## config.mk

```make
export PLATFORM = sky130hd
export DESIGN_NAME = wbuffer_axi_line_writer_flat
export DESIGN_NICKNAME = d
export VERILOG_FILES = /design/src/rtl/wbuffer_axi_line_writer_if.sv /design/src/rtl/wbuffer_axi_line_writer.sv /design/src/flat_wrapper.sv
export SDC_FILE = /design/constraint.sdc
export NUM_CORES = 1
export LEC_CHECK = 0
export ABC_AREA = 1
export BUFFER_PORTS_ARGS = -buffer_cell sky130_fd_sc_hd__clkbuf_2
export CAP_MARGIN = 20
export CELL_PAD_IN_SITES_DETAIL_PLACEMENT = 1
export CELL_PAD_IN_SITES_GLOBAL_PLACEMENT = 1
export CORE_MARGIN = 5
export CORE_UTILIZATION = 37
export CTS_BUF_LIST = sky130_fd_sc_hd__clkbuf_2
export DETAILED_ROUTE_END_ITERATION = 8
export PLACE_DENSITY_LB_ADDON = 0.1
export SLEW_MARGIN = 10
export SYNTH_ARGS = -nofsm -noshare
export SYNTH_HDL_FRONTEND = slang
export SYNTH_SLANG_ARGS = --single-unit
```

## constraint.sdc

```tcl
create_clock -name clk -period 1.4 [get_ports clk]
set_input_delay 0.21 -clock clk [delete_from_list [all_inputs] [get_ports clk]]
set_output_delay 0.21 -clock clk [all_outputs]
set_load 0.01 [all_outputs]
```

## src/rtl/wbuffer_axi_line_writer_if.sv

```systemverilog
// Handshake bundles for the write-buffer line drain: line side (buffer -> writer)
// and the AXI3 write channels (writer -> memory).
interface wbuffer_line_if;
  logic         line_req;
  logic         line_ack;
  logic [26:0]  line_paddr;
  logic [255:0] line_data;
  logic         line_done;
  logic         line_err;
  logic         busy;

  modport master (
    output line_req, line_paddr, line_data,
    input  line_ack, line_done, line_err, busy
  );
  modport slave (
    input  line_req, line_paddr, line_data,
    output line_ack, line_done, line_err, busy
  );
endinterface

interface wbuffer_axi_wr_if;
  logic [3:0]  awid;
  logic [31:0] awaddr;
  logic [7:0]  awlen;
  logic [2:0]  awsize;
  logic [1:0]  awburst;
  logic [1:0]  awlock;
  logic [3:0]  awcache;
  logic [2:0]  awprot;
  logic        awvalid;
  logic        awready;
  logic [3:0]  wid;
  logic [31:0] wdata;
  logic [3:0]  wstrb;
  logic        wlast;
  logic        wvalid;
  logic        wready;
  logic [3:0]  bid;
  logic [1:0]  bresp;
  logic        bvalid;
  logic        bready;

  modport master (
    output awid, awaddr, awlen, awsize, awburst, awlock, awcache, awprot, awvalid,
    input  awready,
    output wid, wdata, wstrb, wlast, wvalid,
    input  wready,
    input  bid, bresp, bvalid,
    output bready
  );
  modport slave (
    input  awid, awaddr, awlen, awsize, awburst, awlock, awcache, awprot, awvalid,
    output awready,
    input  wid, wdata, wstrb, wlast, wvalid,
    output wready,
    output bid, bresp, bvalid,
    input  bready
  );
endinterface

```

## src/rtl/wbuffer_axi_line_writer.sv

```systemverilog
// Drains one 32-byte write-buffer line as a single 8-beat AXI3 INCR burst (AW, W, B),
// one line in flight; reports completion and slave error back to the buffer.
//
// state | meaning
// IDLE  | waiting for line_req; acks and latches the line in the same cycle
// ADDR  | awvalid high, holding awaddr until awready
// DATA  | streaming beats 0..7, wlast on beat 7
// RESP  | bready high, waiting for bvalid; line_done/line_err pulse on it
module wbuffer_axi_line_writer #(
  parameter logic [3:0] AXI_ID  = 4'd1,
  parameter logic [3:0] AWCACHE = 4'd0
) (
  input  logic             clk,
  input  logic             rst,
  wbuffer_line_if.slave    line_if,
  wbuffer_axi_wr_if.master axi
);

  typedef enum logic [1:0] {IDLE, ADDR, DATA, RESP} state_e;

  state_e       state_q, state_d;
  logic [2:0]   beat_q, beat_d;
  logic [26:0]  paddr_q, paddr_d;
  logic [255:0] data_q, data_d;
  logic         awvalid_q, wvalid_q, bready_q, busy_q;
  logic         ack, aw_hs, w_hs, b_hs;

  assign ack   = (state_q == IDLE) && line_if.line_req;
  assign aw_hs = awvalid_q && axi.awready;
  assign w_hs  = wvalid_q && axi.wready;
  assign b_hs  = bready_q && axi.bvalid;

  always_comb begin
    state_d = state_q;
    beat_d  = beat_q;
    paddr_d = paddr_q;
    data_d  = data_q;
    case (state_q)
      IDLE: if (ack) begin
        state_d = ADDR;
        beat_d  = 3'd0;
        paddr_d = line_if.line_paddr;
        data_d  = line_if.line_data;
      end
      ADDR: if (aw_hs) state_d = DATA;
      DATA: if (w_hs) begin
        beat_d = beat_q + 3'd1;
        if (beat_q == 3'd7) state_d = RESP;
      end
      RESP: if (b_hs) state_d = IDLE;
      default: state_d = IDLE;
    endcase
  end

  // Channel valids/ready and busy are registered from the next state so they
  // rise and fall exactly with the state register.
  always_ff @(posedge clk) begin
    if (rst) begin
      state_q   <= IDLE;
      beat_q    <= 3'd0;
      paddr_q   <= '0;
      data_q    <= '0;
      awvalid_q <= 1'b0;
      wvalid_q  <= 1'b0;
      bready_q  <= 1'b0;
      busy_q    <= 1'b0;
    end else begin
      state_q   <= state_d;
      beat_q    <= beat_d;
      paddr_q   <= paddr_d;
      data_q    <= data_d;
      awvalid_q <= (state_d == ADDR);
      wvalid_q  <= (state_d == DATA);
      bready_q  <= (state_d == RESP);
      busy_q    <= (state_d != IDLE);
    end
  end

  assign line_if.line_ack  = ack;
  assign line_if.line_done = (state_q == RESP) && axi.bvalid;
  assign line_if.line_err  = (state_q == RESP) && axi.bvalid && (axi.bresp != 2'b00);
  assign line_if.busy      = busy_q;

  assign axi.awid    = AXI_ID;
  assign axi.awaddr  = {paddr_q, 5'b0};
  assign axi.awlen   = 8'd7;
  assign axi.awsize  = 3'b010;
  assign axi.awburst = 2'b01;
  assign axi.awlock  = 2'b00;
  assign axi.awcache = AWCACHE;
  assign axi.awprot  = 3'b000;
  assign axi.awvalid = awvalid_q;

  assign axi.wid    = AXI_ID;
  assign axi.wdata  = data_q[{beat_q, 5'b0} +: 32];
  assign axi.wstrb  = 4'hF;
  assign axi.wlast  = wvalid_q && (beat_q == 3'd7);
  assign axi.wvalid = wvalid_q;

  assign axi.bready = bready_q;

  // Single outstanding write, so the response ID carries no information.
  logic unused_bid;
  assign unused_bid = ^axi.bid;

endmodule

```

## src/flat_wrapper.sv

```systemverilog
// flat-port wrapper written by rule: the top's interface ports become plain ports
module wbuffer_axi_line_writer_flat 
#(
  parameter logic [3:0] AXI_ID  = 4'd1,
  parameter logic [3:0] AWCACHE = 4'd0
)
  (clk, rst, line_if_line_req, line_if_line_paddr, line_if_line_data, line_if_line_ack, line_if_line_done, line_if_line_err, line_if_busy, axi_awid, axi_awaddr, axi_awlen, axi_awsize, axi_awburst, axi_awlock, axi_awcache, axi_awprot, axi_awvalid, axi_awready, axi_wid, axi_wdata, axi_wstrb, axi_wlast, axi_wvalid, axi_wready, axi_bid, axi_bresp, axi_bvalid, axi_bready);
  wbuffer_line_if line_if_i ();
  wbuffer_axi_wr_if axi_i ();
  input  logic clk;
  input  logic rst;
  input wire logic [$bits(line_if_i.line_req)-1:0] line_if_line_req;
  input wire logic [$bits(line_if_i.line_paddr)-1:0] line_if_line_paddr;
  input wire logic [$bits(line_if_i.line_data)-1:0] line_if_line_data;
  output wire logic [$bits(line_if_i.line_ack)-1:0] line_if_line_ack;
  output wire logic [$bits(line_if_i.line_done)-1:0] line_if_line_done;
  output wire logic [$bits(line_if_i.line_err)-1:0] line_if_line_err;
  output wire logic [$bits(line_if_i.busy)-1:0] line_if_busy;
  output wire logic [$bits(axi_i.awid)-1:0] axi_awid;
  output wire logic [$bits(axi_i.awaddr)-1:0] axi_awaddr;
  output wire logic [$bits(axi_i.awlen)-1:0] axi_awlen;
  output wire logic [$bits(axi_i.awsize)-1:0] axi_awsize;
  output wire logic [$bits(axi_i.awburst)-1:0] axi_awburst;
  output wire logic [$bits(axi_i.awlock)-1:0] axi_awlock;
  output wire logic [$bits(axi_i.awcache)-1:0] axi_awcache;
  output wire logic [$bits(axi_i.awprot)-1:0] axi_awprot;
  output wire logic [$bits(axi_i.awvalid)-1:0] axi_awvalid;
  input wire logic [$bits(axi_i.awready)-1:0] axi_awready;
  output wire logic [$bits(axi_i.wid)-1:0] axi_wid;
  output wire logic [$bits(axi_i.wdata)-1:0] axi_wdata;
  output wire logic [$bits(axi_i.wstrb)-1:0] axi_wstrb;
  output wire logic [$bits(axi_i.wlast)-1:0] axi_wlast;
  output wire logic [$bits(axi_i.wvalid)-1:0] axi_wvalid;
  input wire logic [$bits(axi_i.wready)-1:0] axi_wready;
  input wire logic [$bits(axi_i.bid)-1:0] axi_bid;
  input wire logic [$bits(axi_i.bresp)-1:0] axi_bresp;
  input wire logic [$bits(axi_i.bvalid)-1:0] axi_bvalid;
  output wire logic [$bits(axi_i.bready)-1:0] axi_bready;
  assign line_if_i.line_req = line_if_line_req;
  assign line_if_i.line_paddr = line_if_line_paddr;
  assign line_if_i.line_data = line_if_line_data;
  assign line_if_line_ack = line_if_i.line_ack;
  assign line_if_line_done = line_if_i.line_done;
  assign line_if_line_err = line_if_i.line_err;
  assign line_if_busy = line_if_i.busy;
  assign axi_awid = axi_i.awid;
  assign axi_awaddr = axi_i.awaddr;
  assign axi_awlen = axi_i.awlen;
  assign axi_awsize = axi_i.awsize;
  assign axi_awburst = axi_i.awburst;
  assign axi_awlock = axi_i.awlock;
  assign axi_awcache = axi_i.awcache;
  assign axi_awprot = axi_i.awprot;
  assign axi_awvalid = axi_i.awvalid;
  assign axi_i.awready = axi_awready;
  assign axi_wid = axi_i.wid;
  assign axi_wdata = axi_i.wdata;
  assign axi_wstrb = axi_i.wstrb;
  assign axi_wlast = axi_i.wlast;
  assign axi_wvalid = axi_i.wvalid;
  assign axi_i.wready = axi_wready;
  assign axi_i.bid = axi_bid;
  assign axi_i.bresp = axi_bresp;
  assign axi_i.bvalid = axi_bvalid;
  assign axi_bready = axi_i.bready;
  wbuffer_axi_line_writer #(.AXI_ID(AXI_ID), .AWCACHE(AWCACHE)) u_core (.clk(clk), .rst(rst), .line_if(line_if_i), .axi(axi_i));
endmodule
```

==> flow_summary.ini, run 1 <==
[placed_design]
gp_congestion = 0.823
hpwlAfterDp_mm = 37.5
port_buffers = 357

[synth]
syn_area_sq_mm = 0.0128
yosys.area_share.adder_pct = 0.196
ys_seq_area_share_pct = 45.7
synth.top_cell.area_share_pct = 45.7
synth-seq-cells = 292
synth-compound-area-share_pct = 18.8
synthTopCellsByArea = dfxtp_1 46%, nor2_1 22%, o21ai_0 17%
yosys_warnings = 0
synth_top_cell_by_area = dfxtp_1
synth_top_family_by_area = simple AND/OR/NAND/NOR gates
muxShareOfSynthArea_pct = 0
yosys.area_share.simple_pct = 26.1
avgSynthCellArea_sq_um = 6.90
ys_types = 24
syn_inst = 1853
synthXorXnorAreaFrac_pct = 0

[status]
outcome = did not finish
error_line = [ERROR GRT-0232] Routing congestion too high. Check the congestion heatmap in the GUI.
haltStage = global routing

[floorplanning]
ios = 401
die_w_um = 196
num_rows = 68
start_util_pct = 37.3
dieHeight_um = 196

[global_routing]
grt_max_degree = 96
overflow = 841
antenna_found_initial = 27
grt.total_usage_pct = 86.0

[sta]
worst_endpoint = axi_wdata[20]
endpoint_type = primary output

[clock_network]
clk_path_buf_depth = 3
htree_levels = 3
cts-buffers-inserted = 80
cts.sinks = 292
root_buffer = clkbuf_2
stage by stage:
step	setup TNS [ns]	hold WS (ns)	cells	area [sq um]	setup slack, ns
after floorplan	0	0.279	1890	12900	0.0834
after global placement	-14.27	0.459	2631	15400	-0.411
after detailed placement	-21.32	0.466	2631	15400	-0.411
after CTS	-97.32	-0.0912	3155	21400	-1.32
timing repair:
action	4_1_cts
gates cloned	32
setup buffers	34
pin swaps	141
setup endpoints to repair	344
endpoints found under the hold margin	292
hold buffers	317
resized for setup	334
per-layer routing:
layer / GRT usage, % / overflow
met2: 102 / 489
met3: 73.0 / 7
met1: 80.7 / 8
met4: 98.6 / 336
met5: 25.0 / 1
cells by family after synthesis:
| group | after synthesis |
|---|---|
| AOI/OAI and AO/OA | 481 |
| adders and majority gates | 2 |
| buffers and inverters | 194 |
| DFF | 292 |
| other | 2 |
| and+or+nand+nor | 882 |
cell usage after synthesis (all sizes together):
cell and number:
a21oi 4, and3 1, buf 106, clkbuf 75, conb 2, dfxtp 292
ha 2, inv 13, nand2 109, nand3 7, nand4 2, nor2 763
o21a 1, o21ai 476
==> run 2, diff against run 1 <==
--- a/config.mk
+++ b/config.mk
@@ -8,13 +8,10 @@
 export ABC_AREA = 1
 export BUFFER_PORTS_ARGS = -buffer_cell sky130_fd_sc_hd__clkbuf_2
 export CAP_MARGIN = 20
-export CELL_PAD_IN_SITES_DETAIL_PLACEMENT = 1
-export CELL_PAD_IN_SITES_GLOBAL_PLACEMENT = 1
 export CORE_MARGIN = 5
-export CORE_UTILIZATION = 37
-export CTS_BUF_LIST = sky130_fd_sc_hd__clkbuf_2
+export CORE_UTILIZATION = 40
 export DETAILED_ROUTE_END_ITERATION = 8
-export PLACE_DENSITY_LB_ADDON = 0.1
+export PLACE_DENSITY_LB_ADDON = 0.15
 export SLEW_MARGIN = 10
 export SYNTH_ARGS = -nofsm -noshare
 export SYNTH_HDL_FRONTEND = slang
==> run 2 against run 1 <==
  * Area after synthesis stayed put
  * Synthesized cell count stayed put
  * The flow now finishes, with violations (negative hold slack, negative setup slack)
==> flow_summary.ini, run 2 <==
[placed_design]
dp_cells = 2570
port_buffers = 357
gp_congestion = 0.871
place_ws_ns = -0.421
hpwlAfterDp_mm = 34.6

[worst_setup_path]
endpoint_kind = output pin
critPathTopFamily = buffers and inverters
slowest_delay_ns = 0.43
cp.required_ns = 1.19
worstSetupStartpointType = register
regToRegSetupSlack_ns = -0.26
crit_buf_inv = 4
critPathLaunch = u_core.beat_q[0]
cp_max_fo = 14
arrival_ns = 2.03
crit_end = axi_wdata[11]
critical_path_depth = 8
timing.rr.start = u_core.beat_q[1]
cp_slowest_cell = dfxtp_4
critPathKind = reg -> out
reg2reg_to = u_core.axi.awvalid
ff2ff_path_depth = 7
path_cells = inv_6, bufbuf_16, o21ai_1, o21ai_1, buf_4, nand2_1, nand2_1, clkbuf_2

[status]
violations = negative hold slack, negative setup slack
outcome = complete, but fails checks

[sta]
holdWs_ns = -0.0284
fin_crit_sh_pct = 160
finalCriticalPeriod_ns = 2.24
rsz0062_at_grt = yes
setup_violations = 248
fmax_mhz = 446
slew_violations = 0
timing.final.ws_setup_ns = -0.840
finalHoldViolations = 7
finClkSkew_ns = 0.0169

[floorplanning]
num_rows = 65
ios = 401
fp.coreArea_sq_mm = 0.0316
dieHeight_um = 189
die-area_sq_mm = 0.0356
die_w_um = 189
start_util_pct = 40.5

[synth]
synthTopCellsByArea = dfxtp_1 46%, nor2_1 22%, o21ai_0 17%
avgSynthCellArea_sq_um = 6.90
synth_top_cell_by_area = dfxtp_1
yosysMostFrequentCell = nor2_1
synth_common_cells = 762 x nor2_1, 432 x o21ai_0, 292 x dfxtp_1
synth_edf_count = 0
synthArstFlopShare_pct = 0
ys_types = 24
syn_area_sq_mm = 0.0128
syn_inst = 1853
yosys_warnings = 0
synth-seq-cells = 292
synth_ff_type = dfxtp_1
synth.top_cell.area_share_pct = 45.7
ys_seq_area_share_pct = 45.7

[detailed_routing]
drc_errors = 0
vias = 16028
ant_nets = 0
wl_per_cell_um = 21.1
drt_iter0_markers = 1537
firstDrtPassIters = 6
wirelength_mm = 62.7
viasPerCell = 5.40

[clock_network]
clk_path_buf_depth = 3
htree_levels = 2
cts-buffers-inserted = 34
root_buffer = clkbuf_16
clock_latency_ns = 0.52
cts.sinks = 292
clk_pin_slew_ns = 0.06
cts_tree = yes

[final_layout]
final_common_cell = nor2_1
syn2layout_area_growth_pct = 77.4
top_register = u_core.data_q
drive_above_1_share_pct = 37.5
reg_top3 = u_core.data_q (256), u_core.paddr_q (27), u_core.beat_q (3)
final_util_pct = 71.9
nNetsFinal = 2834
nFillCells = 2286
largest_reg_flops = 256
fin_cells = 2970
final_cell_mix = 606 x nor2_1, 343 x clkbuf_2, 288 x dfxtp_1, 250 x dlygate4sd3_1, 158 x o21ai_0

[global_routing]
grt.total_usage_pct = 28.1
grt_max_degree = 59
overflow = 0
grt_pass1_vias = 14799
antenna_found_initial = 4
grt_pass1_wl_mm = 79.9

[worst_hold_path]
min_path_type = in -> reg

[power_and_ir_drop]
peakVddDrop_mv = 1.03
power_density_mw_per_mm2 = 1120
fin_total_pwr_mw = 25.4
leakage_nw = 10.2

[flow_run]
cap_violations = 0
[run 2: layout make-up]
type                            instances  area [sq um]  share of cell area (%)
Antenna cell                            5          12.5                  0.0552
Clock buffer                           50          1090                    4.79
Clock inverter                         12           150                   0.662
Inverter                               13          77.6                   0.342
Multi-Input combinational cell       1404          7610                    33.5
Sequential cell                       292          5860                    25.8
Tap cell                              402           503                    2.22
Timing Repair Buffer                  791          7370                    32.5
Timing Repair inverter                  1          16.3                  0.0717
[run 2: cell families (layout without fill, tap and decap cells)]
family | count (synthesis) | count (layout) | share of synthesized area [%]
adder cells (fa/ha/maj) | 2 | 2 | 0.196
buffers and inverters | 194 | 867 | 9.07
AND/OR/NAND/NOR | 882 | 882 | 26.1
flip-flops | 292 | 292 | 45.7
AO/OA/AOI/OAI | 481 | 481 | 18.8
other | 2 | 44 | 0.0587
[run 2: worst min path at each step]
| stage | from | endpoint | slack [ns] | cells after the start |
|---|---|---|---|---|
| after global placement | line_if_line_paddr[11] | u_core.paddr_q[11] | 0.46 | 3 |
| after detailed placement | u_core.data_q[75] | u_core.data_q[75] | 0.47 | 2 |
| final | line_if_line_data[27] | u_core.data_q[27] | -0.03 | 3 |
| after CTS | line_if_line_data[147] | u_core.data_q[147] | 0.001 | 3 |
| after floorplan | rst | u_core.axi.bready | 0.28 | 1 |
| after global routing | line_if_line_data[157] | u_core.data_q[157] | -0.009 | 3 |
[run 2: repair_timing]
action / CTS / global route
pin swaps: 18 / 163
hold buffers: 242 / 8
endpoints found under the hold margin: 244 / 8
cloned: 14 / 44
setup endpoints to repair: 300 / 317
buffers inserted: 19 / 12
gates resized for setup: 295 / 586
[run 2: worst reg2reg max path, cell delays in order (launching register included)]
cell,delay (ns)
dfxtp_4,0.47
bufbuf_16,0.34
ha_1,0.17
ha_2,0.20
nand3_2,0.10
nand4_1,0.09
nand2_1,0.08
nor2_1,0.12
[run 2: power breakdown]
part / total (mW) / leakage [nW] / switching [mW] / internal, mW
sequential: 9.70 / 2.42 / 0.624 / 9.08
clock: 9.65 / 0.604 / 3.69 / 5.96
combinational: 6.00 / 7.15 / 3.05 / 2.94
total: 25.4 / 10.2 / 7.37 / 18.0
[run 2: per-layer routing]
metal  wire [um]  track usage (%)  vias to the layer above
met5           0                0                        -
li1            -                -                     7318
met1       24000             35.3                     7495
met4        3570             11.7                        0
met2       29100             46.6                      953
met3        6030             6.48                      262
[run 2: through the flow]
step / instance area [sq um] / TNS, ns
2_1_floorplan: 12900 / 0
3_3_place_gp: 15200 / -21.71
3_5_place_dp: 15200 / -25.73
4_1_cts: 20000 / -39.53
5_1_grt: 22700 / -53.48
6_report: 22700 / -41.50
Power figures use the tool's default switching activity.
==> run 3, diff against run 2 <==
--- a/config.mk
+++ b/config.mk
@@ -10,6 +10,7 @@
 export CAP_MARGIN = 20
 export CORE_MARGIN = 5
 export CORE_UTILIZATION = 40
+export CTS_BUF_LIST = sky130_fd_sc_hd__clkbuf_4 sky130_fd_sc_hd__clkbuf_8
 export DETAILED_ROUTE_END_ITERATION = 8
 export PLACE_DENSITY_LB_ADDON = 0.15
 export SLEW_MARGIN = 10
==> constraint.sdc (replaced) <==
create_clock -name clk -period 2.6 [get_ports clk]
set_input_delay 0.39 -clock clk [delete_from_list [all_inputs] [get_ports clk]]
set_output_delay 0.39 -clock clk [all_outputs]
set_load 0.01 [all_outputs]
==> run 3 against run 2 <==
  * Clock power decreased by 55%
  * Combinational power decreased by 74%
  * Total power fell by 56%
  * Critical path depth unchanged
  * Clock skew is 0.0078 ns lower
  * Clock-buffer cell count increased by 31
  * Critical endpoint is now axi_wdata[20]
  * Cell count fell by 13%
  * Largest power group unchanged
  * The flow now finishes without violations
  * Register-to-register slack gained 0.94 ns
  * Sequential share of layout area grew 11 points
==> flow_summary.ini, run 3 (synthesized netlist as in run 2, its figures left out) <==
[worst_setup_path]
arrival_ns = 2.16
worstSetupStartpointType = register
cp.required_ns = 2.21
ff2ff_path_depth = 5
critPathKind = reg -> out
reg2reg_to = u_core.data_q[128]
crit_end = axi_wdata[20]
endpoint_kind = output pin
regToRegSetupSlack_ns = 0.68
critPathLaunch = u_core.beat_q[0]
cp_max_fo = 23
timing.rr.start = u_core.state_q[1]

[clock_network]
clk_path_buf_depth = 3
clock_latency_ns = 0.57
cts_tree = yes
cts-buffers-inserted = 52
htree_levels = 2
cts.sinks = 292
postCtsHoldBufs = 0
clk_pin_slew_ns = 0.06
root_buffer = clkbuf_8

[sta]
finalHoldViolations = 0
worst_pin_slew_ns = 0.601
finalCriticalPeriod_ns = 2.55
finClkSkew_ns = 0.00909
slew_violations = 0
relSlewSlack_pct = 59.5
rsz0062_at_grt = yes
fin_crit_sh_pct = 98.1
setup_violations = 0
fmax_mhz = 392

[global_routing]
grt_max_degree = 78
grt_pass1_wl_mm = 67.9
antenna_found_initial = 2
grt_pass1_vias = 12433
grt.total_usage_pct = 23.7
overflow = 0

[final_layout]
fin_cells = 2598
top_register = u_core.data_q
nNetsFinal = 2461
final_util_pct = 50.3
nFillCells = 3210
final_common_cell = nor2_1
final_area_sq_mm = 0.0159
reg_top3 = u_core.data_q (256), u_core.paddr_q (27), u_core.beat_q (3)
drive_above_1_share_pct = 22.9
final_cell_mix = 762 x nor2_1, 415 x o21ai_0, 356 x clkbuf_2, 290 x dfxtp_1, 104 x nand2_1
syn2layout_area_growth_pct = 24.1
n_antenna_cell = 0
largest_reg_flops = 256

[floorplanning]
die-area_sq_mm = 0.0356
die_w_um = 189
num_rows = 65
start_util_pct = 40.5
fp.coreArea_sq_mm = 0.0316
dieHeight_um = 189
ios = 401

[detailed_routing]
vias = 12933
ant_nets = 0
firstDrtPassIters = 5
wl_per_cell_um = 17.5
wirelength_mm = 45.3
drt_iter0_markers = 852
drc_errors = 0
viasPerCell = 4.98

[placed_design]
postPlaceCellArea_sq_mm = 0.0145
port_buffers = 357
gp_congestion = 0.850
dp_cells = 2499
hpwlAfterDp_mm = 30.9

[power_and_ir_drop]
peakVddDrop_mv = 0.518
leakage_nw = 7.54
power_density_mw_per_mm2 = 698

[status]
outcome = completed

[worst_hold_path]
min_path_type = in -> reg

[flow_run]
cap_violations = 0
run 3: cell count changes in the layout (fill, tap and decap cells not counted), sizes merged:
| cell | previous run | this run |
|---|---|---|
| clkbuf | 424 | 440 |
| clkinv | 6 | 3 |
| diode | 5 | 0 |
| dlygate4sd3 | 250 | 0 |
| clkinvlp | 3 | 0 |
| bufbuf | 3 | 1 |
| buf | 164 | 41 |
| bufinv | 3 | 1 |
run 3: through the flow:
stage | TNS [ns] | setup slack [ns] | power (mW) | hold slack (ns)
floorplan | 0 | 1.10 | 6.19 | 0.449
global placement | 0 | 0.464 | 6.74 | 0.457
detailed placement | 0 | 0.444 | 6.77 | 0.467
CTS | 0 | 0.00361 | 11.2 | 0.0269
global route | -0.450 | -0.0543 | 11.7 | 0.0493
finish | 0 | 0.0483 | 11.1 | 0.0716
run 3: power by group:
group | internal, mW | switching [mW] | leakage, nW
logic | 0.601 | 0.988 | 4.55
registers | 4.89 | 0.206 | 2.42
clock network | 2.54 | 1.86 | 0.569
run 3: layout make-up:
class                           instances  area [sq um]  share of cell area [%]
Clock buffer                           81          1010                    6.35
Clock inverter                          5          53.8                   0.339
Inverter                               13          68.8                   0.434
Multi-Input combinational cell       1404          5950                    37.5
Sequential cell                       292          5850                    36.9
Tap cell                              402           503                    3.17
Timing Repair Buffer                  401          2430                    15.3
run 3: worst min-delay path by stage:
stage                              end  cells past startpoint  slack, ns                    from
floorplan           u_core.data_q[216]                      2       0.45      u_core.data_q[216]
global placement    u_core.data_q[191]                      2       0.46      u_core.data_q[191]
detailed placement  u_core.data_q[179]                      2       0.47      u_core.data_q[179]
CTS                 u_core.paddr_q[18]                      3       0.03  line_if_line_paddr[18]
global route         u_core.data_q[99]                      3       0.05   line_if_line_data[99]
finish               u_core.data_q[64]                      3       0.07   line_if_line_data[64]
run 3: repair_timing:
item | in CTS | in global routing
setup buffers | 3 | 3
gates cloned | 3 | 4
setup endpoints to repair | 31 | 31
pin swaps | 0 | 2
gates resized for setup | 15 | 22
run 3: layer usage:
| layer | vias to the layer above | routed length [um] | share of wire, % | GRT usage (%) |
|---|---|---|---|---|
| met5 | - | 27 | 0.060 | 0 |
| met4 | 4 | 1140 | 2.5 | 6.47 |
| met3 | 70 | 3320 | 7.3 | 5.97 |
| met2 | 435 | 20800 | 46 | 38.8 |
| met1 | 5924 | 20100 | 44 | 31.4 |
| li1 | 6500 | - | - | - |
run 3: worst max-delay path: stages (launching register included):
cell	delay [ns]
dfxtp_4	0.44
buf_12	0.19
nor2_1	0.06
nor2_1	0.08
o21ai_0	0.17
o21ai_1	0.22
nand2_1	0.16
nand2_1	0.12
clkbuf_2	0.14
